==> src/rtl/key_scanner_pkg.sv <==
// key_scanner_pkg -- shared types and constants for the 4x4 key matrix scanner.
//   state_e         : scanner FSM states
//   KEY_W / MAT_W   : key code width and matrix row/column width
//   COLS_OFF        : column strobe value with no column driven
//   lowest_low_row  : index of the lowest-numbered active-low row
//   col_strobe      : one-cold column strobe for a column index
package key_scanner_pkg;

  localparam int KEY_W = 4;
  localparam int MAT_W = 4;
  localparam logic [MAT_W-1:0] COLS_OFF = 4'hF;

  typedef enum logic [1:0] {
    ST_SCAN     = 2'd0,
    ST_DEBOUNCE = 2'd1,
    ST_HELD     = 2'd2,
    ST_RELEASE  = 2'd3
  } state_e;

  // Walking from the top row down leaves the lowest low row as the winner.
  function automatic logic [1:0] lowest_low_row(input logic [MAT_W-1:0] rows);
    logic [1:0] idx;
    idx = 2'd0;
    for (int i = MAT_W - 1; i >= 0; i--) begin
      if (!rows[i]) begin
        idx = 2'(i);
      end else begin
        idx = idx;
      end
    end
    return idx;
  endfunction

  function automatic logic [MAT_W-1:0] col_strobe(input logic [1:0] col);
    return ~(4'b0001 << col);
  endfunction

endpackage

==> src/rtl/key_sync.sv <==
// key_sync -- two-flop synchronizer for asynchronous active-low lines.
//   clk_i : sampling clock
//   rst_i : asynchronous reset, active-high; both stages reset to all ones (idle)
//   d_i   : asynchronous input
//   q_o   : synchronized output, two cycles of latency
module key_sync #(
  parameter int W = 4
) (
  input  logic         clk_i,
  input  logic         rst_i,
  input  logic [W-1:0] d_i,
  output logic [W-1:0] q_o
);

  logic [W-1:0] meta_q;
  logic [W-1:0] sync_q;

  // Two-stage capture; resetting to ones keeps released keys idle.
  always_ff @(posedge clk_i or posedge rst_i) begin
    if (rst_i) begin
      meta_q <= {W{1'b1}};
      sync_q <= {W{1'b1}};
    end else begin
      meta_q <= d_i;
      sync_q <= meta_q;
    end
  end

  assign q_o = sync_q;

endmodule

==> src/rtl/key_scanner.sv <==
// key_scanner -- 4x4 key matrix scanner with debounce.
//   Clk       : clock, all logic on posedge
//   Rst       : asynchronous reset, active-high
//   EN        : synchronous scan enable
//   ROWS      : active-low row lines (asynchronous, pulled up)
//   COLS      : active-low, one-cold column strobes (4'hF when idle)
//   KEY       : last accepted key {col[1:0], row[1:0]}
//   KEY_VALID : one-cycle pulse on acceptance (and on auto-repeat)
//   PRESSED   : high while an accepted key is held
// Optional feature: define KEY_SCANNER_REPEAT_EN to get auto-repeat pulses
// every REPEAT_SCANS samples while a key is held.
module key_scanner
  import key_scanner_pkg::*;
#(
  parameter int SCAN_DIV     = 1000,
  parameter int DEBOUNCE     = 4,
  parameter int REPEAT_SCANS = 200
) (
  input  logic             Clk,
  input  logic             Rst,
  input  logic             EN,
  input  logic [MAT_W-1:0] ROWS,
  output logic [MAT_W-1:0] COLS,
  output logic [KEY_W-1:0] KEY,
  output logic             KEY_VALID,
  output logic             PRESSED
);

  localparam int DW = (SCAN_DIV > 1) ? $clog2(SCAN_DIV) : 1;
  localparam logic [DW-1:0] DIV_LAST = DW'(SCAN_DIV - 1);
  localparam int CW = $clog2(DEBOUNCE + 1);
  localparam logic [CW-1:0] DEB_LAST = CW'(DEBOUNCE - 1);
  localparam logic [CW-1:0] CNT_MAX = {CW{1'b1}};

  logic [MAT_W-1:0] rows_sync_s;
  logic             sample_s;
  logic             any_low_s;
  logic             cand_low_s;
  logic [1:0]       low_row_s;
  logic [1:0]       col_next_s;

  state_e           state_q;
  logic             run_q;
  logic [DW-1:0]    dwell_q;
  logic [1:0]       col_q;
  logic [CW-1:0]    cnt_q;
  logic [KEY_W-1:0] cand_q;
  logic [MAT_W-1:0] cols_q;
  logic [KEY_W-1:0] key_q;
  logic             kv_q;
  logic             pressed_q;

`ifdef KEY_SCANNER_REPEAT_EN
  localparam int REP_EFF = (REPEAT_SCANS < 1) ? 1 : REPEAT_SCANS;
  localparam int RW = $clog2(REP_EFF + 1);
  localparam logic [RW-1:0] REP_LAST = RW'(REP_EFF - 1);
  localparam logic [RW-1:0] REP_MAX = {RW{1'b1}};
  logic [RW-1:0] rep_q;
`endif

  key_sync #(.W(MAT_W)) u_sync (
    .clk_i (Clk),
    .rst_i (Rst),
    .d_i   (ROWS),
    .q_o   (rows_sync_s)
  );

  // run_q gates sampling so the first dwell after reset/enable is full length.
  assign sample_s   = run_q && (dwell_q == DIV_LAST);
  assign any_low_s  = (rows_sync_s != COLS_OFF);
  assign low_row_s  = lowest_low_row(rows_sync_s);
  assign cand_low_s = ~rows_sync_s[cand_q[1:0]];
  assign col_next_s = col_q + 2'd1;

  // Scanner FSM: dwell timing, column walk, debounce, hold/release and outputs.
  always_ff @(posedge Clk or posedge Rst) begin
    if (Rst) begin
      state_q   <= ST_SCAN;
      run_q     <= 1'b0;
      dwell_q   <= {DW{1'b0}};
      col_q     <= 2'd0;
      cnt_q     <= {CW{1'b0}};
      cand_q    <= {KEY_W{1'b0}};
      cols_q    <= COLS_OFF;
      key_q     <= {KEY_W{1'b0}};
      kv_q      <= 1'b0;
      pressed_q <= 1'b0;
`ifdef KEY_SCANNER_REPEAT_EN
      rep_q     <= {RW{1'b0}};
`endif
    end else if (!EN) begin
      // KEY deliberately keeps its value while disabled.
      state_q   <= ST_SCAN;
      run_q     <= 1'b0;
      dwell_q   <= {DW{1'b0}};
      col_q     <= 2'd0;
      cnt_q     <= {CW{1'b0}};
      cols_q    <= COLS_OFF;
      kv_q      <= 1'b0;
      pressed_q <= 1'b0;
`ifdef KEY_SCANNER_REPEAT_EN
      rep_q     <= {RW{1'b0}};
`endif
    end else begin
      kv_q <= 1'b0;
      if (!run_q) begin
        run_q  <= 1'b1;
        cols_q <= col_strobe(col_q);
      end else if (!sample_s) begin
        dwell_q <= dwell_q + DW'(1);
      end else begin
        dwell_q <= {DW{1'b0}};
        case (state_q)
          ST_SCAN: begin
            if (any_low_s) begin
              cand_q  <= {col_q, low_row_s};
              cnt_q   <= {CW{1'b0}};
              state_q <= ST_DEBOUNCE;
            end else begin
              col_q  <= col_next_s;
              cols_q <= col_strobe(col_next_s);
            end
          end
          ST_DEBOUNCE: begin
            if (cand_low_s) begin
              // cnt_q holds matches so far; this sample is one more.
              if (cnt_q >= DEB_LAST) begin
                key_q     <= cand_q;
                kv_q      <= 1'b1;
                pressed_q <= 1'b1;
                cnt_q     <= {CW{1'b0}};
                state_q   <= ST_HELD;
`ifdef KEY_SCANNER_REPEAT_EN
                rep_q     <= {RW{1'b0}};
`endif
              end else begin
                cnt_q <= (cnt_q == CNT_MAX) ? cnt_q : cnt_q + CW'(1);
              end
            end else begin
              state_q <= ST_SCAN;
              col_q   <= col_next_s;
              cols_q  <= col_strobe(col_next_s);
            end
          end
          ST_HELD: begin
            if (!cand_low_s) begin
              // The first high sample already counts toward release.
              if (DEB_LAST == {CW{1'b0}}) begin
                state_q   <= ST_SCAN;
                pressed_q <= 1'b0;
                col_q     <= col_next_s;
                cols_q    <= col_strobe(col_next_s);
              end else begin
                state_q <= ST_RELEASE;
                cnt_q   <= CW'(1);
              end
            end else begin
`ifdef KEY_SCANNER_REPEAT_EN
              if (rep_q >= REP_LAST) begin
                kv_q  <= 1'b1;
                rep_q <= {RW{1'b0}};
              end else begin
                rep_q <= (rep_q == REP_MAX) ? rep_q : rep_q + RW'(1);
              end
`else
              state_q <= ST_HELD;
`endif
            end
          end
          ST_RELEASE: begin
            if (!cand_low_s) begin
              if (cnt_q >= DEB_LAST) begin
                state_q   <= ST_SCAN;
                pressed_q <= 1'b0;
                cnt_q     <= {CW{1'b0}};
                col_q     <= col_next_s;
                cols_q    <= col_strobe(col_next_s);
              end else begin
                cnt_q <= (cnt_q == CNT_MAX) ? cnt_q : cnt_q + CW'(1);
              end
            end else begin
              state_q <= ST_HELD;
              cnt_q   <= {CW{1'b0}};
`ifdef KEY_SCANNER_REPEAT_EN
              rep_q   <= {RW{1'b0}};
`endif
            end
          end
          default: begin
            state_q <= ST_SCAN;
          end
        endcase
      end
    end
  end

  assign COLS      = cols_q;
  assign KEY       = key_q;
  assign KEY_VALID = kv_q;
  assign PRESSED   = pressed_q;

endmodule

==> config.mk <==
export PLATFORM = sky130hd
export DESIGN_NAME = key_scanner
export DESIGN_NICKNAME = d
export VERILOG_FILES = /design/src/rtl/key_scanner_pkg.sv /design/src/rtl/key_sync.sv /design/src/rtl/key_scanner.sv
export SDC_FILE = /design/constraint.sdc
export NUM_CORES = 1
export LEC_CHECK = 0
export BUFFER_PORTS_ARGS = -buffer_cell sky130_fd_sc_hd__buf_2
export CORE_MARGIN = 10
export CORE_UTILIZATION = 46
export DETAILED_ROUTE_END_ITERATION = 8
export GPL_TIMING_DRIVEN = 1
export PLACE_DENSITY = 0.61
export SLEW_MARGIN = 0
export SYNTH_ARGS = -nofsm -noshare
export SYNTH_HDL_FRONTEND = slang
export SYNTH_SLANG_ARGS = --single-unit
==> constraint.sdc <==
create_clock -name Clk -period 2.3 [get_ports Clk]
set_clock_uncertainty 0.1 [all_clocks]
set_input_delay 0.23 -clock Clk [delete_from_list [all_inputs] [get_ports Clk]]
set_output_delay 0.23 -clock Clk [all_outputs]
set_load 0.005 [all_outputs]
==> results of run 1 <==
final cells by class:
cell class / instances / area share
flip-flops and latches: 40 / 0.390
multi-input cells: 159 / 0.441
inverters: 9 / 0.0130
clock inverters: 1 / 0.0115
well taps: 67 / 0.0321
repair buffers: 30 / 0.0758
clock buffers: 7 / 0.0369
kinds of logic (layout without fill, tap and decap cells):
kind of cell               Yosys count  in the layout  share of synthesized area
AOI/OAI and AO/OA                   56             56                      0.183
xor gates and xnor gates             3              3                     0.0117
adders and majority gates           10             10                     0.0559
buffers and inverters               16             47                     0.0319
DFF                                 40             40                      0.454
muxes                               14             14                     0.0744
and+or+nand+nor                     76             76                      0.188
cells in the final DEF, fill, tap and decap left out, types with 2 or more instances in the layout:
cell / netlist / layout
sky130_fd_sc_hd__dfrtp_1: 28 / 28
sky130_fd_sc_hd__nand2_1: 25 / 25
sky130_fd_sc_hd__o21ai_0: 18 / 18
sky130_fd_sc_hd__nor2_1: 16 / 16
sky130_fd_sc_hd__buf_2: 3 / 16
sky130_fd_sc_hd__dfstp_2: 12 / 12
sky130_fd_sc_hd__ha_1: 10 / 10
sky130_fd_sc_hd__buf_4: 0 / 9
sky130_fd_sc_hd__inv_1: 7 / 7
sky130_fd_sc_hd__clkbuf_8: 0 / 7
sky130_fd_sc_hd__a21oi_1: 6 / 6
sky130_fd_sc_hd__nor2b_1: 5 / 5
sky130_fd_sc_hd__mux2i_1: 5 / 5
sky130_fd_sc_hd__a31oi_1: 5 / 5
sky130_fd_sc_hd__dlygate4sd3_1: 0 / 5
sky130_fd_sc_hd__nand4_1: 4 / 4
sky130_fd_sc_hd__nor3_1: 4 / 4
sky130_fd_sc_hd__mux2_1: 4 / 4
sky130_fd_sc_hd__nand3_1: 4 / 4
sky130_fd_sc_hd__o31ai_1: 4 / 4
sky130_fd_sc_hd__a211oi_1: 3 / 3
sky130_fd_sc_hd__and3_1: 3 / 3
sky130_fd_sc_hd__mux2_2: 3 / 3
sky130_fd_sc_hd__o22ai_1: 2 / 2
sky130_fd_sc_hd__nand3_2: 2 / 2
sky130_fd_sc_hd__and2_1: 2 / 2
sky130_fd_sc_hd__xnor2_1: 2 / 2
sky130_fd_sc_hd__a41o_1: 2 / 2
where the power goes:
part           internal [uW]  total, uW  switching [uW]  leakage (uW)
clock network            383        638             254     0.0000645
registers                725        737            12.0      0.000512
logic                   35.7       88.9            53.2      0.000558
total                   1140       1460             320       0.00113
how the worst max path moves through the flow:
| stage | startpoint | end | slack (ps) | cells past startpoint |
|---|---|---|---|---|
| floorplan | cnt_q[0] | COLS[3] | 380 | 6 |
| global placement | cnt_q[0] | col_q[1] | 280 | 7 |
| detailed placement | cand_q[0] | COLS[3] | 270 | 5 |
| CTS | cand_q[0] | COLS[3] | 270 | 5 |
| global route | state_q[0] | cand_q[3] | 110 | 7 |
| finish | cnt_q[0] | col_q[1] | 270 | 7 |
layer usage:
layer  GRT usage  up-vias  part of all wire
met3      0.0357        4             0.038
met4      0.0418        0             0.011
li1            -      838                 -
met2       0.183       26              0.47
met1       0.161      836              0.48
met5           0        -                 0
critical path, stage by stage (launching register included):
cell and delay, ps:
sky130_fd_sc_hd__dfrtp_1 430, sky130_fd_sc_hd__ha_1 270, sky130_fd_sc_hd__a211oi_1 370, sky130_fd_sc_hd__buf_4 200, sky130_fd_sc_hd__nand2_1 90, sky130_fd_sc_hd__nand4_1 190
sky130_fd_sc_hd__mux2i_1 200, sky130_fd_sc_hd__nor2_1 50
repair_timing:
item / CTS / global route
setup buffers: 0 / 0
hold buffers: 5 / 0
endpoints found under the hold margin: 32 / 0
registers in the layout (all words and copies together) (netlist names):
| signal | flops |
|---|---|
| cnt_q | 3 |
| COLS | 4 |
| u_sync.meta_q | 4 |
| KEY_VALID | 1 |
| run_q | 1 |
| PRESSED | 1 |
| KEY | 4 |
| col_q | 2 |
| state_q | 2 |
| cand_q | 4 |
| dwell_q | 10 |
| u_sync.q_o | 4 |
per-stage QoR:
stage          setup WS, ps  hold WS (ps)  instance area (um^2)  total power (uW)  utilization
2_1_floorplan           379           134                  2240               806            -
3_3_place_gp            280           235                  2430               832        0.515
3_5_place_dp            274           237                  2430               833        0.515
4_1_cts                 272          81.3                  2610              1480        0.552
5_1_grt                 110          89.0                  2610              1520        0.552
6_report                271          79.5                  2610              1460        0.552
==> summary.md, run 1 <==
STA classifies the critical path endpoint as a flop. The CTS H-tree depth was 2. Headroom to the max-slew limit: 0.620. In this run the critical register-to-register path is launched from cnt_q[0]. The sequential area share after synthesis came out at 0.454. The aggregate negative setup slack came out at 0 ps. For hold timing, the worst endpoint is run_q. The tools report the number of global-route vias before repair as 1700.

The run finished with clean final reports. Setup violations remaining at the end of the flow were counted as 0. The detailed router finished its first iteration with 137 violations.

At the worst endpoint, the required time is 2370 ps. The dominant register cell in the synthesized netlist was sky130_fd_sc_hd__dfrtp_1. Using the TritonRoute via totals, the vias-per-cell ratio works out to 5.44. After detailed routing, the number of remaining DRC violations is 0. The final hold violation count is 0. The horizontal extent of the die was 89.7 um. The number of instances in the placed design came out at 300. The critical path in this run is classified as flop to flop.

Clock-pin slew was measured on the worst setup and hold paths at 90 ps. The count of cells along the worst hold path is 1. The logs give 411 for the count of filler cells inserted in the layout and 2100 ps for the data arrival at the endpoint of the critical path.

The number of antenna violations at the first check in global routing is 0. The first-pass GRT wire length was 8290 um; the number of clock sinks was 40. Setup repair after global routing left no endpoint under its margin.

The floorplan step defined a die boundary enclosing 0.00805 mm^2. The post-synthesis to final-layout area growth works out to 16.6%. The number of cells on the worst reg-to-reg path is 7.

The logs give 4 for the number of iterations in the first detailed-routing pass and 0.856 for the final weighted congestion in routability-driven placement. Setup slack on the worst reg-to-reg path comes out at 270 ps. In the final design database the tool counted 262 nets.

Summed over all layers, the global routing overflow is 0. The number of clock buffers added by TritonCTS is 5. The number of flip-flops and latches in the synthesized netlist was 40; the number of antenna repair diodes was 0.

The upper clock frequency limit was 493 MHz; the row count was 25. Most frequent cell after synthesis: sky130_fd_sc_hd__dfrtp_1. Final period demand of the worst path: 2030 ps. The die is 89.7 um tall. Across the whole layout, storage elements account for 0.00102 mm^2. Entering global routing, the biggest net connects 41 pins. The starting utilization of the core area was 0.474; the largest vdd supply drop was 0.000339 V.

In this run the most critical hold path is launched from EN. Cell leakage power: 0.00113 uW. Summed over all nets, the half-perimeter wirelength after detailed placement is 3410 um. The finished layout holds 313 standard cells, fillers aside. Cell taking the most area after synthesis: sky130_fd_sc_hd__dfrtp_1.

The routed wire length is 4700 um, and the count of different cell masters after synthesis is 59. The run gives 0 as the post-cts gate resize count. STA classifies the critical path startpoint as a flop. During placement, the flow inserted port buffers numbering 16. Net count after synthesis: 232. By count the netlist is led by sky130_fd_sc_hd__dfrtp_1 (28), sky130_fd_sc_hd__nand2_1 (25), sky130_fd_sc_hd__o21ai_0 (18).

The share of async-settable or async-resettable flops after synthesis was 1.00. The max-capacitance violation count was 0; the number of primary I/O pins was 17. Cell area after synthesis: 0.00224 mm^2. For the combined global-route utilization of all metal layers, the log shows 0.121. For the pin with the worst max-slew slack, the measured transition is 566 ps. Root buffer cell: sky130_fd_sc_hd__clkbuf_8.

The logs give 0 for the Yosys warning count and 300 ps for the later-pin clock latency in the skew report. The run gives 215 as the gate count after technology mapping. The run gives 0.00472 mm^2 as the placeable core region. No sink is reached through more buffers than the 2 on the longest clock path. In this run the remaining antenna-violating nets after routing total 0. The top-area cell type share of the netlist area was 0.313. The min-delay analysis places its worst path in the category input port to flop.

Average detailed-routed wire length per instance: 15.0 um. Max-slew violation total from the final report: 0. Counting flops with a built-in enable in the synthesized netlist gives 0. The share of final-layout standard cells stronger than drive strength 1 is 0.264.

The endpoint identified for the worst register-to-register timing path is col_q[1]. Along the worst path, the maximum fanout reaches 5. The routed layout has 1704 vias.

After synthesis, the cell types taking the most area are sky130_fd_sc_hd__dfrtp_1 (31%), sky130_fd_sc_hd__dfstp_2 (14%), sky130_fd_sc_hd__ha_1 (5.6%), sky130_fd_sc_hd__nand2_1 (4.2%), sky130_fd_sc_hd__o21ai_0 (4.0%). The synthesized area per cell is 10.4 um^2. TritonCTS built the clock tree. The final period utilization works out to 0.882. For this design the ratio of total power to cell area is 561 mW/mm^2.

The multi-input combinational cells in the finished layout cover a total of 0.00115 mm^2.
(Power assumes the default switching activity.)
==> run 2: changes to the inputs <==
CORE_UTILIZATION = 52   (was 46)
PLACE_DENSITY = 0.7   (was 0.61)
clock period = 1.8 ns   (was 2.3 ns; I/O delays follow)
==> summary.md, run 2 (synthesized netlist as in run 1, its figures left out) <==
The later-pin clock latency in the skew report came out at 290 ps. The end-of-flow core utilization is 0.734. The run gives 0 as the max-capacitance violation count.

At the end of routability-driven placement, the weighted congestion stood at 0.850. The horizontal extent of the die came out at 85.6 um. TritonCTS built the clock tree.

The run gives 0 as the number of antenna violations at the first check in global routing. In the layout the commonest cells are sky130_fd_sc_hd__buf_4 (46), sky130_fd_sc_hd__dfrtp_1 (28), sky130_fd_sc_hd__nand2_1 (24). The final period utilization works out to 1.04. The count of cells along the worst hold path works out to 1. Height of the die: 85.6 um. Dividing the detail-routed wire length by the instance count gives 15.5 um.

Compared with the post-synthesis result, the final layout area differs by 34.1%. Setup repair after global routing could not meet its margin everywhere. The run gives 0.140 as the combined global-route utilization of all metal layers.

The library cell used most frequently in the layout, excluding fill and tap cells, is sky130_fd_sc_hd__buf_4. Setup violations remaining at the end of the flow were counted as 10. The run gives 17 as the number of primary I/O pins.

The share of final-layout standard cells stronger than drive strength 1 works out to 0.437. The count of nets left with antenna violations once routing finished came out at 0. Entering global routing, the biggest net connects 41 pins. The data arrival at the endpoint of the critical path was 2000 ps; the die footprint was 0.00733 mm^2.

At the pin with the least slew margin, the transition time is 489 ps. The tools report the post-route non-filler standard cell count as 336. Summed over all layers, the global routing overflow is 0. Once placement finished, the instance area stood at 0.00272 mm^2. Data on the critical path is required at its endpoint by 1930 ps.

The max-slew violation total from the final report came out at 0. At the placement stage, the worst setup path has a slack of -80.1 ps. For the placeable core region, the log shows 0.00409 mm^2. For this run, design rule violations remaining after detail routing come to 0.

The tools report the number of antenna repair diodes as 0. The row count was 23; the total design power was 1710 uW. More flip-flops sit in one register than any other, and that register is dwell_q.

The clock passes through at most 2 buffers. Based on the critical path, the design can be clocked at up to 535 MHz. The starting utilization of the core area is 0.547. In this run the number of H-tree levels came out at 2. The final reports fail on setup timing.

The finished cells cover 0.00300 mm^2. The headroom to the max-slew limit was 0.674; the final hold violation count was 0. The analysis attributes to cell leakage a power of 0.00134 uW.

The number of violations reported at the end of detailed-routing iteration 0 is 68, and the cell count of the worst reg-to-reg path is 5. The final layout contains routed wiring with a total length of 5200 um. The highest fanout seen on the critical path was 3; the number of iterations in the first detailed-routing pass was 4. After clock tree synthesis, the clock-pin slew on the worst setup and hold paths is 70 ps. The largest vdd supply drop is 0.000413 V. For this block, the via count after detailed routing is 1853. The run finished, with violations left.

The routed design could run at a clock period as short as 1870 ps. Post-layout worst setup margin: -70.2 ps. First-pass GRT wire length: 8620 um. The root buffer cell was sky130_fd_sc_hd__clkbuf_8. In this run the power density over the cells is 571 mW/mm^2. Flip-flop count of the largest register after layout: 10. In the routed layout, each cell is associated on average with a via count of 5.51. In the final design database the tool counted 302 nets.

The path class of the tightest hold or removal check is input port to flop. TritonCTS created 5 clock buffers. The critical path is of the flop to flop type. The tools report the number of global-route vias before repair as 1857. The run gives 320 as the number of instances in the placed design. Number of port buffers: 16. The worst setup path is captured at a flop. Summed over all nets, the half-perimeter wirelength after detailed placement is 3700 um.

The number of clock sinks was 40. The worst setup path is launched from a flop.
==> run 2: final timing paths <==
kind | start | to | slack, ps
max | cand_q[0] | COLS[3] | -70
min | EN | run_q | 60
max reg2reg | cand_q[0] | COLS[3] | -70
min reg2reg | u_sync.meta_q[2] | u_sync.q_o[2] | 260
max in group asynchronous | Rst | COLS[0] | 750
min in group asynchronous | Rst | cand_q[0] | 490
==> run 2: worst max-delay path: stages (launching register included) <==
cell	delay (ps)
sky130_fd_sc_hd__dfrtp_1	380
sky130_fd_sc_hd__mux4_2	580
sky130_fd_sc_hd__o21bai_4	220
sky130_fd_sc_hd__nand3_4	100
sky130_fd_sc_hd__mux2_4	300
sky130_fd_sc_hd__a21oi_2	120
==> run 2: per-layer routing <==
layer	share of wire	global-route usage	vias to the layer above	wire [um]
met2	0.49	0.227	38	2540
met1	0.46	0.178	889	2380
li1	-	-	921	-
met5	0	0	-	0
met4	0.010	0.0404	0	53
met3	0.043	0.0378	5	222
==> run 2: cell type report <==
cell class	count	area [um^2]
Timing Repair Buffer	70	518
Fill cell	275	1090
Sequential cell	40	1020
Inverter	9	33.8
Clock inverter	1	7.51
Multi-Input combinational cell	159	1270
Clock buffer	7	86.3
Tap cell	50	62.6
==> run 2: what timing repair did <==
action,in CTS,in global routing
resized for setup,7,24
pin swaps,3,10
setup buffers,0,3
setup endpoints to repair,13,21
hold endpoints to repair,32,0
gates cloned,0,0
hold buffers,5,0
==> run 2: power breakdown <==
group,leakage (uW),switching (uW),internal (uW)
clock,0.0000445,305,311
sequential,0.000512,13.1,926
combinational,0.000784,84.0,74.3
==> run 2: stage by stage <==
stage / TNS, ps / hold slack (ps)
after detailed placement: -356 / 186
after CTS: -277 / 59.6
after floorplan: -261 / 84.5
after global placement: -36.8 / 185
final: -347 / 57.9
after global routing: -1230 / 55.6
